**src/rtl/spi_master_ctrl_if.sv**
```systemverilog
// Host-side handshake and SPI pin bundle for spi_master_ctrl.
// master = controller view, slave = host/peripheral view.
interface spi_master_ctrl_if #(
    parameter int unsigned WIDTH = 8
);
    logic             start;
    logic [WIDTH-1:0] tx_data;
    logic             busy;
    logic             done;
    logic [WIDTH-1:0] rx_data;
    logic             sck;
    logic             cs_n;
    logic             mosi;
    logic             miso;

    modport master (
        input  start, tx_data, miso,
        output busy, done, rx_data, sck, cs_n, mosi
    );

    modport slave (
        output start, tx_data, miso,
        input  busy, done, rx_data, sck, cs_n, mosi
    );
endinterface

```
**src/rtl/spi_master_ctrl.sv**
```systemverilog
// Mode-0 SPI master: sequences one WIDTH-bit full-duplex transfer per start request,
// owning the load/shift controls of the internal shift register.
module spi_master_ctrl #(
    parameter int unsigned WIDTH   = 8,
    parameter int unsigned CLK_DIV = 2
) (
    input  logic              clk,
    input  logic              rst,
    spi_master_ctrl_if.master bus
);
    localparam int unsigned CNT_W = $clog2(WIDTH + 1);
    localparam int unsigned DIV_W = (CLK_DIV > 1) ? $clog2(CLK_DIV) : 1;

    typedef enum logic [2:0] {
        S_IDLE,
        S_SETUP,
        S_XFER,
        S_HOLD,
        S_DONE
    } state_t;

    state_t           state, state_d;
    logic [DIV_W-1:0] div_cnt, div_cnt_d;
    logic [CNT_W-1:0] bit_cnt, bit_cnt_d;
    logic [WIDTH-1:0] shreg, shreg_d;
    logic [WIDTH-1:0] rx_q, rx_d;
    logic             miso_sample, miso_sample_d;
    logic             sck_q, sck_d;
    logic             cs_n_q, cs_n_d;
    logic             mosi_q, mosi_d;
    logic             busy_q, busy_d;
    logic             done_q, done_d;
    logic             load_c, en_c, phase_end_c;

    assign phase_end_c = (div_cnt == DIV_W'(CLK_DIV - 1));

    // State and datapath registers
    always_ff @(posedge clk) begin
        if (rst) begin
            state       <= S_IDLE;
            div_cnt     <= '0;
            bit_cnt     <= '0;
            shreg       <= '0;
            rx_q        <= '0;
            miso_sample <= 1'b0;
            sck_q       <= 1'b0;
            cs_n_q      <= 1'b1;
            mosi_q      <= 1'b0;
            busy_q      <= 1'b0;
            done_q      <= 1'b0;
        end else begin
            state       <= state_d;
            div_cnt     <= div_cnt_d;
            bit_cnt     <= bit_cnt_d;
            shreg       <= shreg_d;
            rx_q        <= rx_d;
            miso_sample <= miso_sample_d;
            sck_q       <= sck_d;
            cs_n_q      <= cs_n_d;
            mosi_q      <= mosi_d;
            busy_q      <= busy_d;
            done_q      <= done_d;
        end
    end

    // Next-state, phase sequencing and shift-register control
    always_comb begin
        state_d       = state;
        div_cnt_d     = phase_end_c ? '0 : div_cnt + DIV_W'(1);
        bit_cnt_d     = bit_cnt;
        rx_d          = rx_q;
        miso_sample_d = miso_sample;
        sck_d         = sck_q;
        cs_n_d        = cs_n_q;
        busy_d        = busy_q;
        done_d        = 1'b0;
        load_c        = 1'b0;
        en_c          = 1'b0;

        case (state)
            S_IDLE: begin
                div_cnt_d = '0;
                cs_n_d    = 1'b1;
                sck_d     = 1'b0;
                busy_d    = 1'b0;
                if (bus.start) begin
                    load_c    = 1'b1;
                    bit_cnt_d = '0;
                    cs_n_d    = 1'b0;
                    busy_d    = 1'b1;
                    state_d   = S_SETUP;
                end
            end
            S_SETUP: begin
                if (phase_end_c) begin
                    sck_d         = 1'b1;
                    miso_sample_d = bus.miso;
                    state_d       = S_XFER;
                end
            end
            S_XFER: begin
                if (phase_end_c) begin
                    if (sck_q) begin
                        sck_d     = 1'b0;
                        en_c      = 1'b1;
                        bit_cnt_d = bit_cnt + CNT_W'(1);
                    end else if (bit_cnt == CNT_W'(WIDTH)) begin
                        // Final low phase completes without another rising edge
                        state_d = S_HOLD;
                    end else begin
                        sck_d         = 1'b1;
                        miso_sample_d = bus.miso;
                    end
                end
            end
            S_HOLD: begin
                if (phase_end_c) begin
                    cs_n_d  = 1'b1;
                    rx_d    = shreg;
                    done_d  = 1'b1;
                    state_d = S_DONE;
                end
            end
            S_DONE: begin
                div_cnt_d = '0;
                busy_d    = 1'b0;
                state_d   = S_IDLE;
            end
            default: begin
                state_d = S_IDLE;
            end
        endcase
    end

    // Shift register: load has priority over shift
    always_comb begin
        shreg_d = shreg;
        if (load_c) begin
            shreg_d = bus.tx_data;
        end else if (en_c) begin
            shreg_d = {shreg[WIDTH-2:0], miso_sample};
        end
        mosi_d = ~cs_n_d & shreg_d[WIDTH-1];
    end

    assign bus.sck     = sck_q;
    assign bus.cs_n    = cs_n_q;
    assign bus.mosi    = mosi_q;
    assign bus.busy    = busy_q;
    assign bus.done    = done_q;
    assign bus.rx_data = rx_q;
endmodule

```
**src/flat_wrapper.sv**
```systemverilog
// flat-port wrapper written by rule: the top's interface ports become plain ports
module spi_master_ctrl_flat 
#(
    parameter int unsigned WIDTH   = 8,
    parameter int unsigned CLK_DIV = 2
)
  (clk, rst, bus_start, bus_tx_data, bus_miso, bus_busy, bus_done, bus_rx_data, bus_sck, bus_cs_n, bus_mosi);
  spi_master_ctrl_if #(.WIDTH(WIDTH)) bus_i ();
  input  logic clk;
  input  logic rst;
  input wire logic [$bits(bus_i.start)-1:0] bus_start;
  input wire logic [$bits(bus_i.tx_data)-1:0] bus_tx_data;
  input wire logic [$bits(bus_i.miso)-1:0] bus_miso;
  output wire logic [$bits(bus_i.busy)-1:0] bus_busy;
  output wire logic [$bits(bus_i.done)-1:0] bus_done;
  output wire logic [$bits(bus_i.rx_data)-1:0] bus_rx_data;
  output wire logic [$bits(bus_i.sck)-1:0] bus_sck;
  output wire logic [$bits(bus_i.cs_n)-1:0] bus_cs_n;
  output wire logic [$bits(bus_i.mosi)-1:0] bus_mosi;
  assign bus_i.start = bus_start;
  assign bus_i.tx_data = bus_tx_data;
  assign bus_i.miso = bus_miso;
  assign bus_busy = bus_i.busy;
  assign bus_done = bus_i.done;
  assign bus_rx_data = bus_i.rx_data;
  assign bus_sck = bus_i.sck;
  assign bus_cs_n = bus_i.cs_n;
  assign bus_mosi = bus_i.mosi;
  spi_master_ctrl #(.WIDTH(WIDTH), .CLK_DIV(CLK_DIV)) u_core (.clk(clk), .rst(rst), .bus(bus_i));
endmodule
```
**config.mk**
```make
export PLATFORM = sky130hd
export DESIGN_NAME = spi_master_ctrl_flat
export DESIGN_NICKNAME = d
export VERILOG_FILES = /design/src/rtl/spi_master_ctrl_if.sv /design/src/rtl/spi_master_ctrl.sv /design/src/flat_wrapper.sv
export SDC_FILE = /design/constraint.sdc
export NUM_CORES = 1
export LEC_CHECK = 0
export CAP_MARGIN = 10
export CORE_ASPECT_RATIO = 0.6
export CORE_MARGIN = 2
export CORE_UTILIZATION = 46
export DETAILED_ROUTE_END_ITERATION = 12
export PLACE_DENSITY = 0.85
export SLEW_MARGIN = 10
export SYNTH_ARGS = -nofsm -noshare
export SYNTH_HDL_FRONTEND = slang
export SYNTH_SLANG_ARGS = --single-unit
```
**constraint.sdc**
```tcl
create_clock -name clk -period 1.57 [get_ports clk]
set_clock_uncertainty 0.15 [all_clocks]
set_input_delay 0.3925 -clock clk [delete_from_list [all_inputs] [get_ports clk]]
set_output_delay 0.3925 -clock clk [all_outputs]
set_load 0.005 [all_outputs]
```
### Yosys cells after proc, flatten, opt, wreduce, memory -nomap -nowiden

Index checks and enable logic that the tools add are counted.

| storage, ports and cells | value |
|---|---|
| register bits | 30 |
| latch bits | 0 |
| memory bits (writable) | 0 |
| ROM bits | 0 |
| input port bits | 12 |
| output and inout bits | 13 |
| logic and storage cells | 76 |
| memories kept | 0 |

| cells by class | value |
|---|---|
| add/sub/neg operators | 2 |
| multiply operators | 0 |
| div/mod/pow operators | 0 |
| $lt $le $gt $ge | 0 |
| eq/ne operators | 13 |
| shifts and indexed selects | 0 |
| multiplexer cells | 33 |
| bitwise gates (word level) | 3 |
| reduce and logical (&&, ||, !) cells | 13 |

Operators with widths:

| cell | count |
|---|---|
| $mux W3 | 6 |
| $mux W1 | 16 |
| $mux W8 | 2 |
| $mux W4 | 3 |
| $pmux W3 S4 | 1 |
| $ne A2 B1 Y1 const B | 5 |
| $pmux W4 S2 | 1 |
| $reduce_bool A2 Y1 | 4 |
| $eq A3 B2 Y1 const B | 2 |
| $ne A2 B2 Y1 const B | 3 |
| $pmux W1 S2 | 3 |
| $reduce_and A6 Y1 | 1 |
| $reduce_and A5 Y1 | 1 |
| $add A4 B1 Y4 const B | 1 |
| $eq A4 B4 Y1 const B | 1 |
| $reduce_and A4 Y1 | 1 |
| $reduce_or A4 Y1 | 1 |
| $eq A3 B1 Y1 const B | 1 |
| $eq A3 B3 Y1 const B | 1 |
| $logic_not A3 Y1 | 1 |
| $pmux W1 S3 | 1 |
| $reduce_and A3 Y1 | 1 |
| $reduce_bool A3 Y1 | 1 |
| $not A1 Y1 | 2 |
| 4 further kinds | 4 |

### Logic depth before layout (Yosys ltp)

Gate-level depths: netlist of the first run.

| logic depth | value |
|---|---|
| word-level depth | 6 |
| mapped depth | 6 |
| mapped depth without buffers | 6 |

### Worst setup path before layout of the first run

OpenSTA, ideal clock, no wires.

| path | value |
|---|---|
| path kind | register to register |
| start point | reg u_core.state[2] |
| end point | reg u_core.shreg[3] |
| setup time | 103 ps |
| arrival time | 1324 ps |
| required time | 1317 ps |
| path slack | -8 ps |
| stages on the path, launching flop included | 6 |
| path buffers | 2 |
| clock period less this slack | 1578 ps |
| path through | dfxtp_1 -> buf_6 -> nor4b_4 -> buf_6 -> nor3_1 -> a2111oi_2 |

| on the way | value |
|---|---|
| longest elaborated chain between the ends | 3 |
| elaborated cells between the ends (all ways) | 6 |

RTL lines:

| what | RTL line | text |
|---|---|---|
| from (decl) | spi_master_ctrl.sv:22 | `state_t state, state_d;` |
| from (signal assigned) | spi_master_ctrl.sv:52 | `state <= state_d;` |
| $eq A3 B2 Y1 or $logic_not A3 Y1 (tied branches) | spi_master_ctrl.sv:80 | `case (state)` |
| $mux W1 | spi_master_ctrl.sv:80 |  |
| $reduce_bool A2 Y1 (no source line) or $mux W8 (tied branches) | - |  |
| to (signal assigned) | spi_master_ctrl.sv:55 | `shreg <= shreg_d;` |
| to (decl) | spi_master_ctrl.sv:25 | `logic [WIDTH-1:0] shreg, shreg_d;` |

Parallel ways exist; a longest one is shown, timed or not.
A chain may end at the register's enable or synchronous reset.

### Final worst setup path of the first run

| path | value |
|---|---|
| start point | reg u_core.state[0] |
| end point | reg u_core.shreg[4] |

Same word-level chain as after synthesis.

==> impl_metrics.toml, run 1 <==
[worst_setup_path]
critPathMaxStageDelay_ns = 0.38
start_kind = "flip-flop"
crit_arrival_ns = 1.71
critPathKind = "reg -> reg"
crit_buf_inv = 2
slowest_stage = "dfxtp_4"
critical-path-top-delay-family = "flip-flops"
cp_max_fo = 8
worst_ep_required_time_ns = 1.60
critPathCaptureType = "flip-flop"
crit_chain = "nor4b_4 > buf_4 > buf_8 > nor2_2 > a2111oi_4"

[logic_synthesis]
avgSynthCellArea_um2 = 8.925
ys_ff_latch = 30
synth_most_common_cell = "dfxtp_1"
yosys-top-cells-area = "dfxtp_1 (43%), a2111oi_2 (6.4%), nand2_1 (4.8%)"
syn_nets = 172
syn-instance-count = 158
yosysTopAreaCellShare_pct = 42.59
async_reset_ff_share_pct = 0
synthFlopType = "dfxtp_1"
ys.warnings.count = 0
synth_top_cells_by_count = "dfxtp_1 (30), nand2_1 (18), nor2_1 (16)"
synth_enable_flop_cells = 0
seq_area_frac_synth_pct = 42.59
synth_top_area_cell = "dfxtp_1"
synth.distinct_cells = 42
syn_area_um2 = 1410

[sta]
min_period_ns = 1.684
worst_slew_pin_slew_ns = 0.3871
rsz0062_at_grt = "yes"
slew_headroom_pct = 73.99
final_hold_viol_count = 0
max_freq_mhz = 593.7
setup_slack_ns = -0.1143
report.final.slew_viol_count = 0
min_period_over_period_pct = 107.3
setup_viol = 11

[route]
dr.pass1.iters = 4
drc_errors = 0
routed_wl_um = 4738
met3_length_um = 229
drtIter0Drc = 169
ant_nets = 0
route.top_layer_used = "met4"
vias_per_cell = 5.677
m1WireLength_um = 1923
wl_per_cell_um = 18.65
route.met2.wl_um = 2448
vias = 1442

[global_routing]
grt_max_degree = 22
grt_usage_pct = 26.11
gr-total-overflow = 0
antenna_found_initial = 0
grt_pass1_vias = 1332
grt_pass1_wl_um = 6492

[placement]
dp_slack_ns = -0.4762
hpwlAfterDp_um = 2681
gp_congestion = 0.7820
port_buffers = 24
dpl_cell_area_um2 = 1846

[hold_path]
holdCritPathClass = "reg -> reg"

[clock_network]
clkLatencyLatePin_ns = 0.29
h-tree-depth = 2
cts_buffer_depth = 2
cts_buffers = 5
root_buffer = "clkbuf_8"
clk_pin_slew_ns = 0.07
cts.sinks = 30
cts_tree = "yes"

[status]
status = "finished, violations left"
violations = "negative setup slack"

[floorplan]
die-area_um2 = 3539
core_area_um2 = 2890
initial_core_util_pct = 48.79
rows = 15
dieHeight_um = 46.89
ios = 25
fp.dieW_um = 75.48

[power]
power_leakage_nw = 0.8808
power_per_cell_area_nw_per_um2 = 860.2
p_total_w = 0.001908
irDropWorstVdd_uv = 619.7

[finish]
finish.utilization_pct = 76.75
final_net_count = 225
n_antenna_cell = 0
final_area_um2 = 2218
area_growth_pct = 57.32
nFillCells = 206
drive_gt1_share_pct = 36.32

[job]
maxCapViolCount = 0
-- path summary, 6_finish.rpt --
kind | startpoint | to | slack, ns | cells past startpoint
min | u_core.bus.rx_data[7] | u_core.bus.rx_data[7] | 0.31 | 2
max | u_core.state[0] | u_core.shreg[4] | -0.11 | 5
max reg2reg | u_core.state[0] | u_core.shreg[4] | -0.11 | 5
min reg2reg | u_core.bus.rx_data[7] | u_core.bus.rx_data[7] | 0.31 | 2
-- routing by layer --
metal | track usage [%] | up-vias
met3 | 8.798 | 13
li1 | - | 675
met1 | 30.26 | 704
met4 | 9.825 | 0
met2 | 45.91 | 50
met5 | 0 | -
-- where the power goes --
part           switching (W)  internal [W]  leakage [nW]
combinational       0.000184      0.000219         0.585
clock               0.000305      0.000353        0.0482
sequential         0.0000487      0.000797         0.247
-- registers in the layout, summed over array words and instances, names as in the netlist, 3 cells and up --
| register | cells |
|---|---|
| u_core.bus.rx_data | 8 |
| u_core.bit_cnt | 4 |
| u_core.shreg | 8 |
| u_core.state | 3 |
-- layout by cell type (no fill, tap or decap), drive strengths merged, types with 3 or more instances in the layout --
cell type | synthesis | final
a2111oi | 7 | 7
a21oi | 12 | 12
buf | 9 | 32
clkbuf | 2 | 8
clkdlybuf4s50 | 0 | 9
dfxtp | 30 | 30
dlygate4sd2 | 0 | 15
inv | 6 | 6
nand2 | 18 | 18
nand3 | 3 | 3
nand3b | 3 | 3
nor2 | 22 | 22
nor3 | 12 | 12
o21ai | 5 | 5
-- timing repair --
| action | CTS | global route |
|---|---|---|
| pin swaps | 7 | 14 |
| gates resized for setup | 35 | 33 |
| hold buffers | 0 | 0 |
| cloned | 1 | 0 |
| setup buffers | 5 | 5 |
| endpoints found under the hold margin | 0 | 0 |
| setup endpoints to repair | 28 | 23 |
-- worst reg2reg max path: stages, from the launching register on --
cell	delay (ns)
dfxtp_4	0.38
nor4b_4	0.30
buf_4	0.17
buf_8	0.14
nor2_2	0.07
a2111oi_4	0.37
-- metrics by stage --
stage	instances	hold slack, ns	setup TNS (ns)
final	254	0.3056	-0.5832
after global routing	254	0.3205	-1.382
after CTS	251	0.3065	-0.7503
after detailed placement	237	0.2996	-7.445
after global placement	237	0.2916	-6.421
after floorplan	158	0.2822	-0.03436
-- cells by family (layout without fill, tap and decap cells) --
| kind of cell | count (synthesis) | after routing | synth area share (%) |
|---|---|---|---|
| mux | 1 | 1 | 1.064 |
| buf+inv | 17 | 71 | 6.034 |
| simple gates | 69 | 69 | 26.53 |
| compound gates | 37 | 37 | 20.68 |
| flops | 30 | 30 | 42.59 |
| xor+xnor | 1 | 1 | 0.6212 |
| fa+ha+maj | 3 | 3 | 2.484 |
-- final cells by class --
cell class / instances / area [um2] / share of cell area (%)
inverters: 6 / 22.52 / 1.015
flip-flops and latches: 30 / 616.8 / 27.81
clock inverters: 1 / 5.005 / 0.2256
well taps: 42 / 52.55 / 2.369
clock buffers: 7 / 86.33 / 3.892
multi-input cells: 111 / 893.4 / 40.27
repair buffers: 57 / 541.8 / 24.42
Power figures use the tool's default switching activity.
==> inputs of run 2 (changes only) <==
--- a/config.mk
+++ b/config.mk
@@ -8,9 +8,11 @@
 export CAP_MARGIN = 10
 export CORE_ASPECT_RATIO = 0.6
 export CORE_MARGIN = 2
-export CORE_UTILIZATION = 46
+export CORE_UTILIZATION = 51
+export CTS_CLUSTER_SIZE = 30
 export DETAILED_ROUTE_END_ITERATION = 12
-export PLACE_DENSITY = 0.85
+export PLACE_DENSITY = 0.89
+export SKIP_CTS_REPAIR_TIMING = 1
 export SLEW_MARGIN = 10
 export SYNTH_ARGS = -nofsm -noshare
 export SYNTH_HDL_FRONTEND = slang
==> constraint.sdc (replaced) <==
create_clock -name clk -period 1.85 [get_ports clk]
set_clock_uncertainty 0.15 [all_clocks]
set_input_delay 0.4625 -clock clk [delete_from_list [all_inputs] [get_ports clk]]
set_output_delay 0.4625 -clock clk [all_outputs]
set_load 0.005 [all_outputs]
==> run 2 against run 1 <==
The run now ends clean; critical endpoint is now u_core.bus.sck; power decreased by 14%; wire length decreased by 16%; highest routed layer unchanged; largest power group unchanged; flip-flop and latch count unchanged; register-to-register slack improved by 0.19 ns.
==> impl_metrics.toml, run 2 (synthesis gave the netlist of run 1 again) <==
[placement]
dpl_cell_area_um2 = 1758
port_buffers = 24
placed_cells = 217
hpwlAfterDp_um = 2557
gp_congestion = 0.8433

[finish]
layout_commonest_cell = "dfxtp_1"
final_area_um2 = 1939
area_growth_pct = 37.53
final_cell_mix = "dfxtp_1 (27), clkdlybuf4s50_1 (23), nand2_1 (18)"
drive_gt1_share_pct = 25.26
n_antenna_cell = 0
final_cells = 226
final_net_count = 208

[clock_network]
cts_buffers = 5
h-tree-depth = 2
clk_pin_slew_ns = 0.06
cts_tree = "yes"
root_buffer = "clkbuf_8"
cts_buffer_depth = 2
clkLatencyLatePin_ns = 0.28
cts.sinks = 30

[sta]
worst_slew_pin_slew_ns = 0.2968
setup_viol = 0
report.final.slew_viol_count = 0
max_freq_mhz = 548.0
min_period_over_period_pct = 98.63
fin_tns_setup_ns = 0
final_hold_viol_count = 0
min_period_ns = 1.825
slew_headroom_pct = 80.06

[floorplan]
fp.dieW_um = 71.89
rows = 14
initial_core_util_pct = 55.14
die-area_um2 = 3215
core_area_um2 = 2557
ios = 25
dieHeight_um = 44.73

[worst_setup_path]
cp_max_fo = 4
critPathKind = "in -> reg"
crit_arrival_ns = 1.89
critPathCaptureType = "flip-flop"
start_kind = "primary input"
worst_ep_required_time_ns = 1.92

[route]
drtIter0Drc = 148
vias_per_cell = 6.173
ant_nets = 0
wl_per_cell_um = 17.58
drc_errors = 0
vias = 1395
routed_wl_um = 3973
dr.pass1.iters = 5

[global_routing]
grt_pass1_vias = 1292
grt_pass1_wl_um = 6009
grt_usage_pct = 24.79
grt_max_degree = 21
antenna_found_initial = 0
gr-total-overflow = 0

[power]
power_leakage_nw = 0.7174
power_per_cell_area_nw_per_um2 = 842.7
p_int_w = 0.001244
switching_share_pct = 23.88
irDropWorstVdd_uv = 477.7
pwr-share-seq_pct = 44.1
p_total_w = 0.001634
comb_power_share_pct = 15.2
p_sw_w = 0.0003903
pwr-share-clk_pct = 40.8

[status]
status = "completed"

[hold_path]
holdCritPathClass = "reg -> reg"

[job]
maxCapViolCount = 0
## run 2: changes by cell type in the layout (fill, tap and decap cells not counted), sizes merged
cell,before,now
buf,32,15
bufinv,0,1
clkbuf,8,7
clkdlybuf4s50,9,23
clkinv,1,0
dlygate4sd2,15,0
dlymetal6s2s,0,1
## run 2: worst paths after layout
path                                       startpoint               endpoint  slack (ns)  depth (start not counted)
worst max-delay path                              rst         u_core.bus.sck        0.03                          4
worst min-delay path            u_core.bus.rx_data[3]  u_core.bus.rx_data[3]        0.31                          2
worst max register to register        u_core.state[2]        u_core.bus.mosi        0.08                          5
worst min register to register  u_core.bus.rx_data[3]  u_core.bus.rx_data[3]        0.31                          2
## run 2: cell type report
cell class / instances / area, um2
Tap cell: 32 / 40.04
Clock buffer: 6 / 82.58
Multi-Input combinational cell: 111 / 754.5
Fill cell: 158 / 618.1
Timing Repair Buffer: 40 / 405.4
Inverter: 6 / 22.52
Sequential cell: 30 / 604.3
Clock inverter: 1 / 30.03
## run 2: power groups by stage
stage / Clock [W] / Combinational (W) / Sequential (W)
5_1_grt: 0.000704 / 0.000265 / 0.000723
6_report: 0.000666 / 0.000248 / 0.000720
3_3_place_gp: 0 / 0.000206 / 0.000726
4_1_cts: 0.000665 / 0.000220 / 0.000715
3_5_place_dp: 0 / 0.000219 / 0.000729
2_1_floorplan: 0 / 0.000135 / 0.000717
## run 2: worst max-delay path: stages
cell and delay [ns]:
clkdlybuf4s50_1 0.46, or4b_4 0.55, o32ai_2 0.26, o21a_1 0.17
## run 2: metrics by stage
stage | setup slack [ns] | hold slack, ns | utilization (%)
6_report | 0.02528 | 0.3067 | 75.83
5_1_grt | -0.002894 | 0.3364 | 75.83
4_1_cts | -0.05603 | 0.3058 | 73.14
3_5_place_dp | -0.3106 | 0.2984 | 68.74
3_3_place_gp | -0.2075 | 0.2936 | 68.74
2_1_floorplan | 0.2644 | 0.2822 | -
## run 2: layer usage
metal  vias to the layer above  track usage [%]  wire (um)
met5                         -                0          0
met1                       663            29.99       1636
li1                        631                -          -
met3                        20            6.473        251
met4                         0            12.45        195
met2                        81            42.04       1890
==> inputs of run 3 (changes only) <==
--- a/config.mk
+++ b/config.mk
@@ -5,9 +5,10 @@
 export SDC_FILE = /design/constraint.sdc
 export NUM_CORES = 1
 export LEC_CHECK = 0
-export CAP_MARGIN = 10
+export ABC_CLOCK_PERIOD_IN_PS = 1850
+export CAP_MARGIN = 5
 export CORE_ASPECT_RATIO = 0.6
-export CORE_MARGIN = 2
+export CORE_MARGIN = 3
 export CORE_UTILIZATION = 51
 export CTS_CLUSTER_SIZE = 30
 export DETAILED_ROUTE_END_ITERATION = 12
==> run 3 against run 2 <==
Die area rose by 7.4%; critical endpoint unchanged; clock-buffer cell count grew 1; non-clock buffer count down 3; hold slack worse by 0.0027 ns; highest routed layer unchanged; largest power group unchanged; utilization down 2.8 points; combinational power shrank 3%; critical path type unchanged; fmax up 0.39%; global-route usage down 2.6 points.
==> impl_metrics.toml, run 3 (synthesis gave the netlist of run 1 again) <==
[clock_network]
cts.sinks = 30
root_buffer = "clkbuf_8"
h-tree-depth = 2
cts_buffers = 5
clkLatencyLatePin_ns = 0.28
clk_pin_slew_ns = 0.06
cts_tree = "yes"
cts_buffer_depth = 2

[global_routing]
grt_max_degree = 21
grt_pass1_wl_um = 5623
antenna_found_initial = 0
grt_pass1_vias = 1230
gr-total-overflow = 0
grt_usage_pct = 22.21

[sta]
slew_headroom_pct = 71.55
min_period_ns = 1.818
max_freq_mhz = 550.2
worst_slew_pin_slew_ns = 0.4256
setup_slack_ns = 0.03244
final_hold_viol_count = 0
min_period_over_period_pct = 98.25
fin_tns_setup_ns = 0
rsz0062_at_grt = "no"
setup_viol = 0
report.final.slew_viol_count = 0

[power]
irDropWorstVdd_uv = 410.9
power_leakage_nw = 0.6897
comb_power_share_pct = 16.0
power_per_cell_area_nw_per_um2 = 801.9
switching_share_pct = 26.36
p_sw_w = 0.0003973
p_int_w = 0.001110
pwr-share-clk_pct = 36.1
pwr-share-seq_pct = 47.8

[finish]
multi_input_area_um2 = 735.7
n_antenna_cell = 0
area_growth_pct = 33.27
drive_gt1_share_pct = 22.40
layout_commonest_cell = "dfxtp_1"
finish.utilization_pct = 72.98
final_net_count = 205
nFillCells = 176
register_area_um2 = 606.8
final_cell_mix = "dfxtp_1 (27), clkdlybuf4s50_1 (23), nand2_1 (18)"

[worst_setup_path]
r2r_setup_slack_ns = 0.07
start_kind = "primary input"
worst_ep_required_time_ns = 1.92
cp_max_fo = 4
critPathCaptureType = "flip-flop"
crit_arrival_ns = 1.89
critPathKind = "in -> reg"

[floorplan]
rows = 14
initial_core_util_pct = 54.76
core_area_um2 = 2575
ios = 25
die-area_um2 = 3453
fp.dieW_um = 73.89
dieHeight_um = 46.73

[route]
ant_nets = 0
dr.pass1.iters = 4
route.met2.wl_um = 1818
drc_errors = 0
met3_length_um = 312
wl_per_cell_um = 16.93
drtIter0Drc = 93
routed_wl_um = 3792
m1WireLength_um = 1578
vias = 1343
vias_per_cell = 5.996
route.top_layer_used = "met4"

[placement]
port_buffers = 24
hpwlAfterDp_um = 2522
gp_congestion = 0.7778
dp_slack_ns = -0.3174

[job]
maxCapViolCount = 0

[status]
status = "completed"

[hold_path]
holdCritPathClass = "reg -> reg"
## run 3: power groups by stage
stage	Sequential (W)	Clock [W]	Combinational (W)
after CTS	0.000718	0.000549	0.000218
after global placement	0.000726	0	0.000206
after global routing	0.000724	0.000590	0.000259
after floorplan	0.000717	0	0.000135
after detailed placement	0.000730	0	0.000216
final	0.000721	0.000545	0.000241
## run 3: cell type report
cell class,instances,area share (%)
Clock buffer,7,4.594
Clock inverter,1,0.2663
Inverter,6,1.198
Multi-Input combinational cell,111,39.15
Sequential cell,30,32.29
Tap cell,32,2.130
Timing Repair Buffer,37,20.37
## run 3: final timing paths
path	from	end	depth (start not counted)
worst max-delay path	rst	u_core.bus.sck	4
worst min-delay path	u_core.bus.rx_data[2]	u_core.bus.rx_data[2]	2
worst max register to register	u_core.state[2]	u_core.shreg[5]	5
worst min register to register	u_core.bus.rx_data[2]	u_core.bus.rx_data[2]	2
## run 3: worst max-delay path, stage by stage
cell             delay [ns]
clkdlybuf4s50_1        0.45
or4b_4                 0.54
o32ai_1                0.27
o21a_1                 0.16
## run 3: per-layer routing
layer / global-route usage, % / vias to the layer above
met3: 5.769 / 13
met4: 10.11 / 0
met2: 38.56 / 76
met1: 26.60 / 623
li1: - / 631
met5: 0 / -
## run 3: metrics by stage
step | instance area [um2] | power [W] | hold slack (ns) | cells
CTS | 1827 | 0.001485 | 0.3052 | 222
finish | 1879 | 0.001507 | 0.3041 | 224
global placement | 1735 | 0.0009327 | 0.2941 | 214
global route | 1879 | 0.001573 | 0.3178 | 224
floorplan | 1410 | 0.0008524 | 0.2822 | 158
detailed placement | 1735 | 0.0009459 | 0.2965 | 214
